[src/rtl/lsu_pkg.sv]
// Shared definitions for the load/store unit: RV32I width encodings, FSM
// states and fault-decode helpers.
package lsu_pkg;

  localparam logic [2:0] F3_B  = 3'b000;
  localparam logic [2:0] F3_H  = 3'b001;
  localparam logic [2:0] F3_W  = 3'b010;
  localparam logic [2:0] F3_BU = 3'b100;
  localparam logic [2:0] F3_HU = 3'b101;

  typedef enum logic [1:0] {
    S_IDLE   = 2'd0,
    S_ACCESS = 2'd1,
    S_WAIT   = 2'd2,
    S_RESP   = 2'd3
  } lsu_state_t;

  function automatic logic is_misaligned(input logic [2:0] funct3, input logic [1:0] addr_lo);
    case (funct3)
      F3_H, F3_HU: return addr_lo[0];
      F3_W:        return addr_lo != 2'b00;
      default:     return 1'b0;
    endcase
  endfunction

  // Unsigned widths only exist for loads; 011/110/111 are never legal.
  function automatic logic is_illegal(input logic [2:0] funct3, input logic store);
    case (funct3)
      F3_B, F3_H, F3_W: return 1'b0;
      F3_BU, F3_HU:     return store;
      default:          return 1'b1;
    endcase
  endfunction

endpackage

[src/rtl/lsu_load_align.sv]
// Selects the addressed byte/halfword of a memory word and sign- or
// zero-extends it to a full register value.
module lsu_load_align
  import lsu_pkg::*;
#(
  parameter int XLEN = 32
) (
  input  logic [XLEN-1:0] rdata,
  input  logic [2:0]      funct3,
  input  logic [1:0]      addr_lo,
  output logic [XLEN-1:0] data
);

  logic [7:0]  byte_sel;
  logic [15:0] half_sel;

  always_comb begin
    byte_sel = rdata[{addr_lo, 3'b000} +: 8];
    half_sel = addr_lo[1] ? rdata[31:16] : rdata[15:0];
    case (funct3)
      F3_B:    data = {{(XLEN-8){byte_sel[7]}}, byte_sel};
      F3_H:    data = {{(XLEN-16){half_sel[15]}}, half_sel};
      F3_W:    data = rdata;
      F3_BU:   data = {{(XLEN-8){1'b0}}, byte_sel};
      F3_HU:   data = {{(XLEN-16){1'b0}}, half_sel};
      default: data = '0;
    endcase
  end

endmodule

[src/rtl/load_store_unit.sv]
// Memory-access stage: one request per handshake, word-addressed memory with
// byte enables, aligned/extended load data and fault flags for bad accesses.
module load_store_unit
  import lsu_pkg::*;
#(
  parameter int XLEN   = 32,
  parameter int ADDR_W = 32
) (
  input  logic              clk,
  input  logic              reset,
  input  logic              req_valid,
  output logic              req_ready,
  input  logic              req_store,
  input  logic [2:0]        req_funct3,
  input  logic [ADDR_W-1:0] req_addr,
  input  logic [XLEN-1:0]   req_wdata,
  output logic              resp_valid,
  input  logic              resp_ready,
  output logic [XLEN-1:0]   resp_rdata,
  output logic              resp_misalign,
  output logic              resp_illegal,
  output logic [ADDR_W-1:0] mem_addr,
  output logic              mem_re,
  output logic              mem_we,
  output logic [3:0]        mem_be,
  output logic [XLEN-1:0]   mem_wdata,
  input  logic [XLEN-1:0]   mem_rdata
);

  lsu_state_t        state_q, state_d;
  logic [ADDR_W-1:0] addr_q, addr_d;
  logic [2:0]        funct3_q, funct3_d;
  logic              store_q, store_d;
  logic [XLEN-1:0]   wdata_q, wdata_d;
  logic [3:0]        be_q, be_d;
  logic [XLEN-1:0]   rdata_q, rdata_d;
  logic              misalign_q, misalign_d;
  logic              illegal_q, illegal_d;

  logic              req_ill, req_mis;
  logic [3:0]        lane_be;
  logic [XLEN-1:0]   lane_wdata;
  logic [XLEN-1:0]   load_data;

  lsu_load_align #(.XLEN(XLEN)) u_align (
    .rdata   (mem_rdata),
    .funct3  (funct3_q),
    .addr_lo (addr_q[1:0]),
    .data    (load_data)
  );

  // Store data is replicated across every lane the width could occupy so the
  // byte enables alone pick the written bytes.
  always_comb begin
    lane_be    = 4'b1111;
    lane_wdata = req_wdata;
    case (req_funct3)
      F3_B: begin
        lane_be    = 4'b0001 << req_addr[1:0];
        lane_wdata = {4{req_wdata[7:0]}};
      end
      F3_H: begin
        lane_be    = 4'b0011 << {req_addr[1], 1'b0};
        lane_wdata = {2{req_wdata[15:0]}};
      end
      default: ;
    endcase
  end

  always_comb begin
    req_ill = is_illegal(req_funct3, req_store);
    req_mis = !req_ill && is_misaligned(req_funct3, req_addr[1:0]);
  end

  always_comb begin
    state_d    = state_q;
    addr_d     = addr_q;
    funct3_d   = funct3_q;
    store_d    = store_q;
    wdata_d    = wdata_q;
    be_d       = be_q;
    rdata_d    = rdata_q;
    misalign_d = misalign_q;
    illegal_d  = illegal_q;
    case (state_q)
      S_IDLE: begin
        if (req_valid) begin
          addr_d     = req_addr;
          funct3_d   = req_funct3;
          store_d    = req_store;
          wdata_d    = (req_store && !req_ill && !req_mis) ? lane_wdata : '0;
          be_d       = (req_store && !req_ill && !req_mis) ? lane_be : 4'b0000;
          rdata_d    = '0;
          misalign_d = req_mis;
          illegal_d  = req_ill;
          state_d    = (req_ill || req_mis) ? S_RESP : S_ACCESS;
        end
      end
      S_ACCESS: state_d = store_q ? S_RESP : S_WAIT;
      S_WAIT: begin
        rdata_d = load_data;
        state_d = S_RESP;
      end
      S_RESP: if (resp_ready) state_d = S_IDLE;
      default: state_d = S_IDLE;
    endcase
  end

  always_ff @(posedge clk or negedge reset) begin
    if (!reset) begin
      state_q    <= S_IDLE;
      addr_q     <= '0;
      funct3_q   <= '0;
      store_q    <= 1'b0;
      wdata_q    <= '0;
      be_q       <= '0;
      rdata_q    <= '0;
      misalign_q <= 1'b0;
      illegal_q  <= 1'b0;
    end else begin
      state_q    <= state_d;
      addr_q     <= addr_d;
      funct3_q   <= funct3_d;
      store_q    <= store_d;
      wdata_q    <= wdata_d;
      be_q       <= be_d;
      rdata_q    <= rdata_d;
      misalign_q <= misalign_d;
      illegal_q  <= illegal_d;
    end
  end

  always_comb begin
    req_ready     = (state_q == S_IDLE);
    resp_valid    = (state_q == S_RESP);
    resp_rdata    = rdata_q;
    resp_misalign = misalign_q;
    resp_illegal  = illegal_q;
    mem_addr      = {addr_q[ADDR_W-1:2], 2'b00};
    mem_re        = (state_q == S_ACCESS) && !store_q;
    mem_we        = (state_q == S_ACCESS) && store_q;
    mem_be        = be_q;
    mem_wdata     = wdata_q;
  end

endmodule
[config.mk]
export PLATFORM = sky130hd
export DESIGN_NAME = load_store_unit
export DESIGN_NICKNAME = d
export VERILOG_FILES = /design/src/rtl/lsu_pkg.sv /design/src/rtl/lsu_load_align.sv /design/src/rtl/load_store_unit.sv
export SDC_FILE = /design/constraint.sdc
export NUM_CORES = 1
export LEC_CHECK = 0
export ABC_AREA = 1
export CAP_MARGIN = 40
export CORE_ASPECT_RATIO = 0.8
export CORE_MARGIN = 3
export CORE_UTILIZATION = 49
export DETAILED_ROUTE_END_ITERATION = 12
export HOLD_SLACK_MARGIN = 0.1
export PLACE_DENSITY = 0.95
export SLEW_MARGIN = 10
export SYNTH_ARGS = -nofsm -noshare
export SYNTH_HDL_FRONTEND = slang
export SYNTH_SLANG_ARGS = --single-unit
[constraint.sdc]
create_clock -name clk -period 2.49 [get_ports clk]
set_input_delay 0.498 -clock clk [delete_from_list [all_inputs] [get_ports clk]]
set_output_delay 0.498 -clock clk [all_outputs]
set_load 0.05 [all_outputs]
# Word-level counts from Yosys, hierarchy flattened
# Cells that the tools add are included.
dict set report word_totals {
  output_inout_bits 106
  input_bits 104
  ff_bits 108
  wordCells 60
}
dict set report op_classes {
  n_reduce_logical 20
  n_eq_ne 13
  n_mux 15
  shift 3
}
# cell count
set ops {}
lappend ops {{case mux 32 bit (5 select lines)} 1}
lappend ops {{case mux 32 bit (2 select lines)} 2}
lappend ops {{two-way mux 32 bit} 2}
lappend ops {{indexed part select 32 x 6 -> 8 bit} 1}
lappend ops {{two-way mux 16 bit} 1}
lappend ops {{equality test 3 bit (second input constant)} 4}
lappend ops {{case mux 2 bit (4 select lines)} 1}
lappend ops {{case mux 4 bit (2 select lines)} 1}
lappend ops {{equality test 3 x 1 -> 1 bit (second input constant)} 2}
lappend ops {{equality test 3 x 2 -> 1 bit (second input constant)} 2}
lappend ops {{logical NOT 3 bit} 2}
lappend ops {{two-way mux 2 bit} 3}
lappend ops {{AND reduction 2 bit} 3}
lappend ops {{logical AND 1 bit} 5}
lappend ops {{equality test 2 bit (second input constant)} 2}
lappend ops {{two-way mux 4 bit} 1}
lappend ops {{case mux 1 bit (2 select lines)} 2}
lappend ops {{nonzero test 2 bit} 2}
lappend ops {{OR reduction 2 bit} 2}
lappend ops {{<< shifter 1 x 2 -> 4 bit (first input constant)} 1}
lappend ops {{<< shifter 2 x 2 -> 4 bit (first input constant)} 1}
lappend ops {{logical NOT 1 bit} 3}
lappend ops {{OR reduction 3 bit} 1}
lappend ops {{equality test 2 x 1 -> 1 bit (second input constant)} 1}
lappend ops {{other kinds (5)} 5}

# Logic depth before layout (Yosys ltp)
# Gate-level depths: netlist (run 1).
dict set report depth {
  word_depth 9
  ltp_mapped 11
  mapped_depth_nobuf 9
}

# By module
# From an unflattened synthesis (run 1), not the netlist that was laid out.
dict set report unflattened {
  cells_unflattened 790
  area_unflattened_um2 5888.1
}
# mod seq_area_each_um2 instances cells_per_inst area_each_um2
set by_module_without_submodules {}
lappend by_module_without_submodules {load_store_unit 2702.6 1 583 4988.5}
lappend by_module_without_submodules {lsu_load_align 0.0 1 207 899.6}

# Worst setup path before layout (run 1)
# No wires, ideal clock.
dict set report synth_timing {
  kind {reg-to-reg}
  startpoint {register state_q[0]}
  endpoint {register wdata_q[16], in the netlist mem_wdata[16]}
  t_arrival_ns 1.842
  required_time_ns 2.424
  synth_period_minus_slack_ns 1.908
  stages_incl_launch_ff 10
  setup_ns 0.066
  path_buffers 1
  setup_slack_ns 0.582
  path_cell_list {dfrtp_1 > inv_1 > ha_1 > nand2_2 > inv_2 > nand2_1 > inv_2 > buf_4 > nand3_1 > nand2_1}
}
dict set report synth_via {
  elab_chain_len 2
}
# element line
set synth_rtl {}
lappend synth_rtl {{start, declared} load_store_unit.sv:30} ;# lsu_state_t state_q, state_d;
lappend synth_rtl {{start signal, assigned} load_store_unit.sv:121} ;# state_q <= state_d;
lappend synth_rtl {{logical NOT 2 bit} --}
lappend synth_rtl {{via req_ready} load_store_unit.sv:12} ;# output logic req_ready,
lappend synth_rtl {{AND reduction 2 bit (no line)} --}
lappend synth_rtl {{end signal, assigned} load_store_unit.sv:125} ;# wdata_q <= wdata_d;
lappend synth_rtl {{end, declared} load_store_unit.sv:34} ;# logic [XLEN-1:0] wdata_q, wdata_d;
# The timed path passes the listed nets, and every way through them passes these cells.
# A chain may end at the register's enable or synchronous reset.

# Final worst setup path (run 1)
dict set report layout_timing {
  startpoint {register state_q[1]}
  endpoint {output port resp_valid}
}
dict set report layout_via {
  elab_chain_len 1
}
# element line
set layout_rtl {}
lappend layout_rtl {{equality test 2 bit} load_store_unit.sv:135} ;# resp_valid = (state_q == S_RESP);
lappend layout_rtl {{end, declared} load_store_unit.sv:17} ;# output logic resp_valid,
# Every way passes these cells.

==> results of run 1 <==
## worst max-delay path by stage
| stage | endpoint | slack [ns] | cells after the start |
|---|---|---|---|
| finish | resp_valid | 0.16 | 2 |
| global route | resp_valid | 0.07 | 2 |
| CTS | resp_valid | 0.16 | 2 |
| detailed placement | mem_wdata[11] | 0.33 | 7 |
| global placement | mem_wdata[1] | 0.40 | 7 |
| floorplan | mem_wdata[16] | 0.58 | 9 |
## stage by stage
| step | total power (W) | utilization (%) |
|---|---|---|
| finish | 0.01061 | 70.21 |
| global route | 0.01121 | 70.21 |
| CTS | 0.01062 | 70.21 |
| detailed placement | 0.009074 | 67.46 |
| global placement | 0.008944 | 67.46 |
| floorplan | 0.007407 | - |
## worst reg2reg max path: stages (launching register included)
cell	delay [ns]
dfrtp_1	0.42
inv_1	0.12
ha_1	0.38
nand2_2	0.14
inv_2	0.14
nand2_1	0.09
inv_2	0.44
nand3_1	0.19
nand2_1	0.09
## state kept, by name, indices dropped and copies added (netlist names)
register,cells
resp_rdata,32
addr_q,32
mem_wdata,32
mem_be,4
state_q,2
resp_misalign,1
store_q,1
funct3_q,3
resp_illegal,1
## cell usage after synthesis
library cell | number | area share [%]
nand2_1 | 421 | 27
dfrtp_1 | 108 | 46
inv_1 | 75 | 4.8
nand3_1 | 65 | 5.5
nor2_1 | 60 | 3.8
buf_4 | 42 | 5.4
o21ai_0 | 25 | 2.1
buf_2 | 14 | 1.2
clkbuf_1 | 11 | 0.70
ha_1 | 4 | 0.85
inv_2 | 4 | 0.25
a21oi_1 | 2 | 0.17
a21oi_2 | 2 | 0.30
buf_6 | 2 | 0.38
nand2_2 | 2 | 0.21
nor2_2 | 2 | 0.21
nor2_4 | 2 | 0.38
o22ai_1 | 2 | 0.21
conb_1 | 1 | 0.064
nand2_4 | 1 | 0.19
nand3b_1 | 1 | 0.13
nand4_1 | 1 | 0.11
nor3_2 | 1 | 0.17
or2_1 | 1 | 0.11
## report_power, final
part	leakage [nW]	internal (W)	switching, W
Combinational	2.88	0.00195	0.00424
Sequential	1.41	0.00243	0.000482
Clock	0.149	0.000824	0.000680
Total	4.44	0.00520	0.00540
## layer usage
layer | global-route usage (%) | up-vias | part of all wire (%) | wire length, microns
li1 | - | 2845 | - | -
met1 | 32.50 | 2652 | 40 | 6906
met2 | 42.57 | 353 | 46 | 8026
met3 | 7.906 | 34 | 11 | 1935
met4 | 7.196 | 0 | 2.3 | 400
met5 | 0 | - | 0 | 0
## repair_timing
item	in CTS	in global routing
endpoints found under the hold margin	21	0
hold buffers	1	0
buffers inserted	0	0
## cell type report
| type | instances | area share (%) |
|---|---|---|
| sequential | 108 | 33.17 |
| multi-input combinational | 594 | 29.98 |
| timing repair buffer | 220 | 27.15 |
| inverter | 79 | 3.639 |
| clock buffer | 11 | 2.979 |
| tap | 148 | 2.273 |
| clock inverter | 5 | 0.8139 |
## cells by family after synthesis
family	count (synthesis)	share of synthesized area, %
compound gates	31	2.806
fa+ha+maj	4	0.8502
buf+inv	148	12.67
flops	108	45.91
other cells	1	0.06370
simple gates	557	37.70
==> metrics list, run 1 <==
- By startpoint and endpoint, the worst setup path is classified as reg -> out.
* Critical Path Start Type: flop
- Setup repair after global routing left no endpoint under its margin.
- TritonCTS built the clock tree.
- Sequential elements use between 40% and 50% of the synthesized area.
* Number of vias per cell: slightly above 5
- Each instance of the synthesized netlist takes up on average approximately 6.9 sq um.
- For this run, the detailed router's first-pass iteration total came to 6.
- Leakage power of the design: between 4 and 5 nW
- Slew @ Worst Pin: 0.7208 ns
- The tree is rooted in a clkbuf_16.
- The startpoint identified for the worst register-to-register timing path is state_q[0].
* Via count: 5,884
- The slowest stage of the critical path is the clkdlybuf4s50_1 cell.
- In this run the core area contains 35 standard-cell rows.
* Number of clock buffers inserted by TritonCTS: 9
* Count of warnings emitted by yosys: 0
- In this design, the stage delay of the slowest critical-path cell is slightly above 0.8 ns.
- Dividing the final minimum period by the clock period gives between 90% and 100%.
* GRT Total Usage: roughly a quarter
* Data required time of the critical path: just under 2 ns
- The die is ~100 microns tall.
- Remaining global-route overflow: 0
- The number of placed instances, taps included, is around 1,100.
- The HPWL after detailed placement is 12,440 microns.
- The placed instances occupy a cell area of approximately 0.0078 sq mm.
- Across the VDD grid, the largest voltage drop is slightly above 0.6 mV.
- The number of cells on the worst reg-to-reg path is 8.
- The worst hold path begins at resp_misalign.
- With fillers left out, the area of the finished cells amounts to 0.008148 sq mm.
- In this run the worst setup path begins at state_q[1].
- Filler-free cell count of the finished design: roughly 1,200
- Gates resized during post-CTS repair numbered 0.
- In this run the worst path has a maximum fanout of 5.
* Final Slew Violations: 0
- Tmin final: approximately 2.3 ns
* Worst setup slack after placement: approximately 0.33 ns
- Dividing total power by cell area gives a power density of ~1300 mW/mm^2.
- Worst hold path type: reg -> reg
* Last weighted congestion value of the routability-driven placer: between 0.9 and 1
* Number of storage elements in the synthesis netlist: between 100 and 150
- The number of different library cells used by synthesis comes to 24.
* Htree depth: 3
* Clock transition at the registers of the reported paths: approximately 0.07 ns
- Worst-case setup margin in the final layout: about 0.16 ns
- Die boundary width: 128.5 microns
- Filler cell count in the final layout: ~900
- Final Setup Violations: 0
* Worst hold path endpoint: resp_misalign
- Status: finished, final reports clean
- In this run the tightest slew margin relative to its limit is roughly 52%.
* First-pass GRT wire length: ~27,000 microns
* Multi-input combinational cell area: 0.002442 sq mm
* Area of the mapped netlist: 0.005887 sq mm
* Number of port buffers: roughly 210
* Setup Total Neg Slack: 0 ns
- Layout Nets: 1,120
- The area growth from synthesis to layout is 38.41%.
- Setup skew after layout: ~0.0094 ns
* Endpoint arrival time on the critical path: 1.83 ns
- Antenna violations before repair: 0
- Setup slack on the worst reg-to-reg path comes out at between 0.4 and 0.5 ns.
- Largest net degree at the start of global routing: 80
- End of the worst register-to-register path: mem_wdata[11]
- During I/O placement, the number of pins put on the boundary was 210.
* Post-route worst hold slack: between 0.4 and 0.5 ns
- For this block, the initial DRC count from the detailed router was about 630.
* Share of cells above drive strength 1: under 10%
* Max_cap viols: 0
- Most used cells in the layout excluding fill and tap cells: nand2_1 (421), clkdlybuf4s50_1 (203), dfrtp_1 (108)
* Via count of the first global-routing pass: ~5,600
- Sinks on Clock Net: between 100 and 150
* Clock latency reported for the late side of the worst-skew pair: approximately 0.35 ns
- Area used by sequential logic in the layout: around 0.0027 sq mm
- Counting both buffers and inverters, the worst setup path holds a total of 1.
- Once the floorplan was initialized, standard cells occupied 50.73% of the core.
* Residual DRC: 0
- The detail route stage leaves a number of antenna-violating nets equal to 0.
- Cell depth of the worst min-delay path: 2
- After detailed routing, the average wire length per cell comes to 14.82 microns.
* Diode insertion count for antenna repair: 0
* Critical Path Sink Type: output port
- CTS max path bufs: 2
* Cells after Synth: about 850
- Broken down by cell family, the worst path's largest delay share belongs to buffers and inverters.
* Total routed wirelength: approximately 17,000 microns
- In this run the standard cell core region covers 0.01160 sq mm.
- Traced cell by cell, the critical path runs through ha_1, clkdlybuf4s50_1.
- Most frequent standard cell in the layout excluding fill and tap cells: nand2_1
* Timing-limited maximum frequency: about 0.43 GHz
* Floorplan die area: ~0.013 sq mm
* Final number of hold-violating endpoints: 0
(Power assumes the default switching activity.)
==> run 2, diff against run 1 <==
==> constraint.sdc (replaced) <==
create_clock -name clk -period 2.49 [get_ports clk]
set_input_delay 0.249 -clock clk [delete_from_list [all_inputs] [get_ports clk]]
set_output_delay 0.249 -clock clk [all_outputs]
set_load 0.05 [all_outputs]
==> metrics list, run 2 (synthesis gave the netlist of run 1 again) <==
- Via count of the first global-routing pass: 5,608 (-0.36%)
* Initial cell density of the core: 50.73% (unchanged)
- The number of buffers created by CTS came to 9 (unchanged).
- The number of antenna repair diodes is 0 (unchanged).
- The number of cells in the finished layout apart from fillers is 1,162 (-0.26%).
- Most frequent standard cell in the layout excluding fill and tap cells: nand2_1
- The signal on the critical path passes through inv_1, ha_1, clkdlybuf4s50_1.
- Number of vias per cell: 4.999 (-1.0%)
- The cell sitting at the root of the clock tree is a clkbuf_16.
* Worst setup startpoint: state_q[0]
- In this run the worst hold path is classified as in -> reg.
* Share of the core filled with cells: 69.66% (-0.55 points)
- Critical Path Start Type: flop
- Clock transition at the registers of the reported paths: 0.07 ns (about the same)
- Clock latency reported for the late side of the worst-skew pair: 0.35 ns (about the same)
- Routing layer with the top usage in global route: met2
- The floorplan row count came to 35 (unchanged).
- Pre-antenna DRT Iters: 5 (-1)
- Remaining global-route overflow: 0 (unchanged)
- Worst IR drop on VDD: 0.6532 mV (+6.4%)
- Slowest stage cell on the critical path: clkdlybuf4s50_1
* Filler cell count in the final layout: 920 (+3.5%)
- GRT Total Usage: 25.46% (-0.23 points)
- Layout Nets: 1,117 (-0.27%)
* Final number of hold-violating endpoints: 0 (unchanged)
- Final Setup Violations: 0 (unchanged)
- Endpoint arrival time on the critical path: 2.11 ns (+0.28 ns)
- The maximum net fanout on the critical path is 6 (+1).
- The ratio of total power to cell area is 1295 mW/mm^2 (-0.56%).
* Final Slew Violations: 0 (unchanged)
* Initial drt markers: 477 (-24%)
- The overall die height is 104.0 microns (unchanged).
- Area growth from synthesis to final layout: 37.32%
- Number of port buffers: 207 (unchanged)
- Die boundary width: 128.5 microns (unchanged)
* Met3 Track Usage GR: 8.060% (+0.15 points)
- Htree depth: 3 (unchanged)
* Tmin final: 2.360 ns (+0.03401 ns)
- The DRC violation count after routing came to 0 (unchanged).
- The overall die area was 0.01337 sq mm (unchanged).
- Total routed wirelength: 16,940 microns (-1.9%)
- The actual slew at the worst max-slew pin was 0.7491 ns (+0.02831 ns).
- Ports: 210 (unchanged)
- The routed wire length per instance came to 14.58 microns (-1.6%).
- Antenna violations before repair: 0 (unchanged)
- The largest net degree at the start of global routing came to 80 (unchanged).
- Final HPWL from detailed placement: 12,320 microns (-0.93%)
* TritonCTS clock tree: built
- Last weighted congestion value of the routability-driven placer: 0.9469 (+1.8%)
* Timing-limited maximum frequency: 0.4237 GHz (-1.4%)
- The worst setup slack for register-to-register paths came to 0.48 ns (+0.05 ns).
- The clock sink count was 108 (unchanged).
* Leakage power of the design: 4.404 nW (-0.79%)
- The worst endpoint required time came to 2.24 ns (+0.25 ns).
- Setup repair after global routing left no endpoint under its margin.
* Via count: 5,809 (-1.3%)
* Share of the clock period used by the worst path after layout: 94.79% (+1.4 points)
- Met1 GRT Util: 33.00% (+0.50 points)
- The startpoint identified for the worst hold timing path is req_addr[3].
- The share of final-layout standard cells stronger than drive strength 1 is 3.945% (-0.48 points).
- Setup Total Neg Slack: 0 ns (unchanged)
* Placed cells: 1,145 (-0.26%)
- CTS max path bufs: 2 (unchanged)
- The highest cell delay on the worst timing path was 0.91 ns (+0.09 ns).
- The number of antenna-violating nets in the routed design came to 0 (unchanged).
- Max_cap viols: 0 (unchanged)
- Worst rel slew slack: 50.06% (-1.9 points)
- Status: finished, final reports clean
* Category of the critical setup timing path: reg -> out
* Fraction of met2 tracks used by global routing: 40.19% (-2.4 points)
- First-pass GRT wire length: 27,410 microns (-0.20%)
* Floorplan core area: 0.01160 sq mm (unchanged)
- STA classifies the critical path endpoint as an output port.
- In this run the critical register-to-register path is launched from state_q[0].
- Setup skew after layout: 0.008737 ns (-0.0006932 ns)
* Most used cells in the layout excluding fill and tap cells: nand2_1 (421), clkdlybuf4s50_1 (206), dfrtp_1 (108)
==> run 2: changes by cell type in the layout (fill, tap and decap cells not counted), sizes merged <==
cell,previous run,this run
clkbuf,11,10
clkinv,0,2
buf,16,10
bufinv,1,0
clkdlybuf4s50,203,206
==> run 2: final timing paths <==
check,end,cells after the start
worst max-delay path,req_ready,3
worst min-delay path,addr_q[3],3
worst max register to register,mem_be[3],9
worst min register to register,addr_q[26],2
max in group asynchronous,mem_be[3],3
min in group asynchronous,addr_q[23],2
==> run 2: area by class of cell <==
class                           instances  area (sq um)  area share (%)
Sequential cell                       108          2703           33.43
Multi-Input combinational cell        594          2442           30.21
Timing Repair Buffer                  217          2172           26.87
Inverter                               79         296.5           3.668
Clock buffer                           10         239.0           2.956
Tap cell                              148         185.2           2.291
Clock inverter                          6         46.29          0.5727
==> run 2: where the power goes <==
group          switching [W]  total (W)  internal (W)  leakage, nW
clock               0.000675    0.00139      0.000718        0.141
combinational        0.00422    0.00617       0.00195         2.85
sequential          0.000477    0.00291       0.00243         1.41
total                0.00537     0.0105       0.00510         4.40
==> run 2: per-layer routing <==
layer  up-vias  routed length, microns  part of all wire, %
met4         0                     457                  2.7
met3        38                    1830                   11
met1      2636                    6943                   41
met2       289                    7712                   46
li1       2846                       -                    -
met5         -                       0                    0
==> run 2: through the flow <==
| step | setup slack [ns] | cell area [sq um] | power (W) | hold slack (ns) |
|---|---|---|---|---|
| 3_3_place_gp | 0.5302 | 7789 | 0.008946 | 0.3615 |
| 5_1_grt | 0.01386 | 8084 | 0.01112 | 0.4366 |
| 4_1_cts | 0.1059 | 8084 | 0.01052 | 0.4160 |
| 2_1_floorplan | 0.5816 | 5891 | 0.007407 | -0.04659 |
| 3_5_place_dp | 0.5015 | 7789 | 0.009087 | 0.3603 |
| 6_report | 0.1297 | 8084 | 0.01047 | 0.4266 |
==> run 2: worst max-delay path: cells and delay by family, from the launching register on <==
family                     cells  cell delay (ns)
DFF                            1             0.42
buffers and inverters          2             1.03
adders and majority gates      1             0.32
==> run 2: timing repair <==
| item | 4_1_cts | 5_1_grt |
|---|---|---|
| buffers inserted | 0 | 0 |
| resized for setup | 0 | 0 |
| hold buffers | 1 | 0 |
| hold endpoints to repair | 57 | 0 |
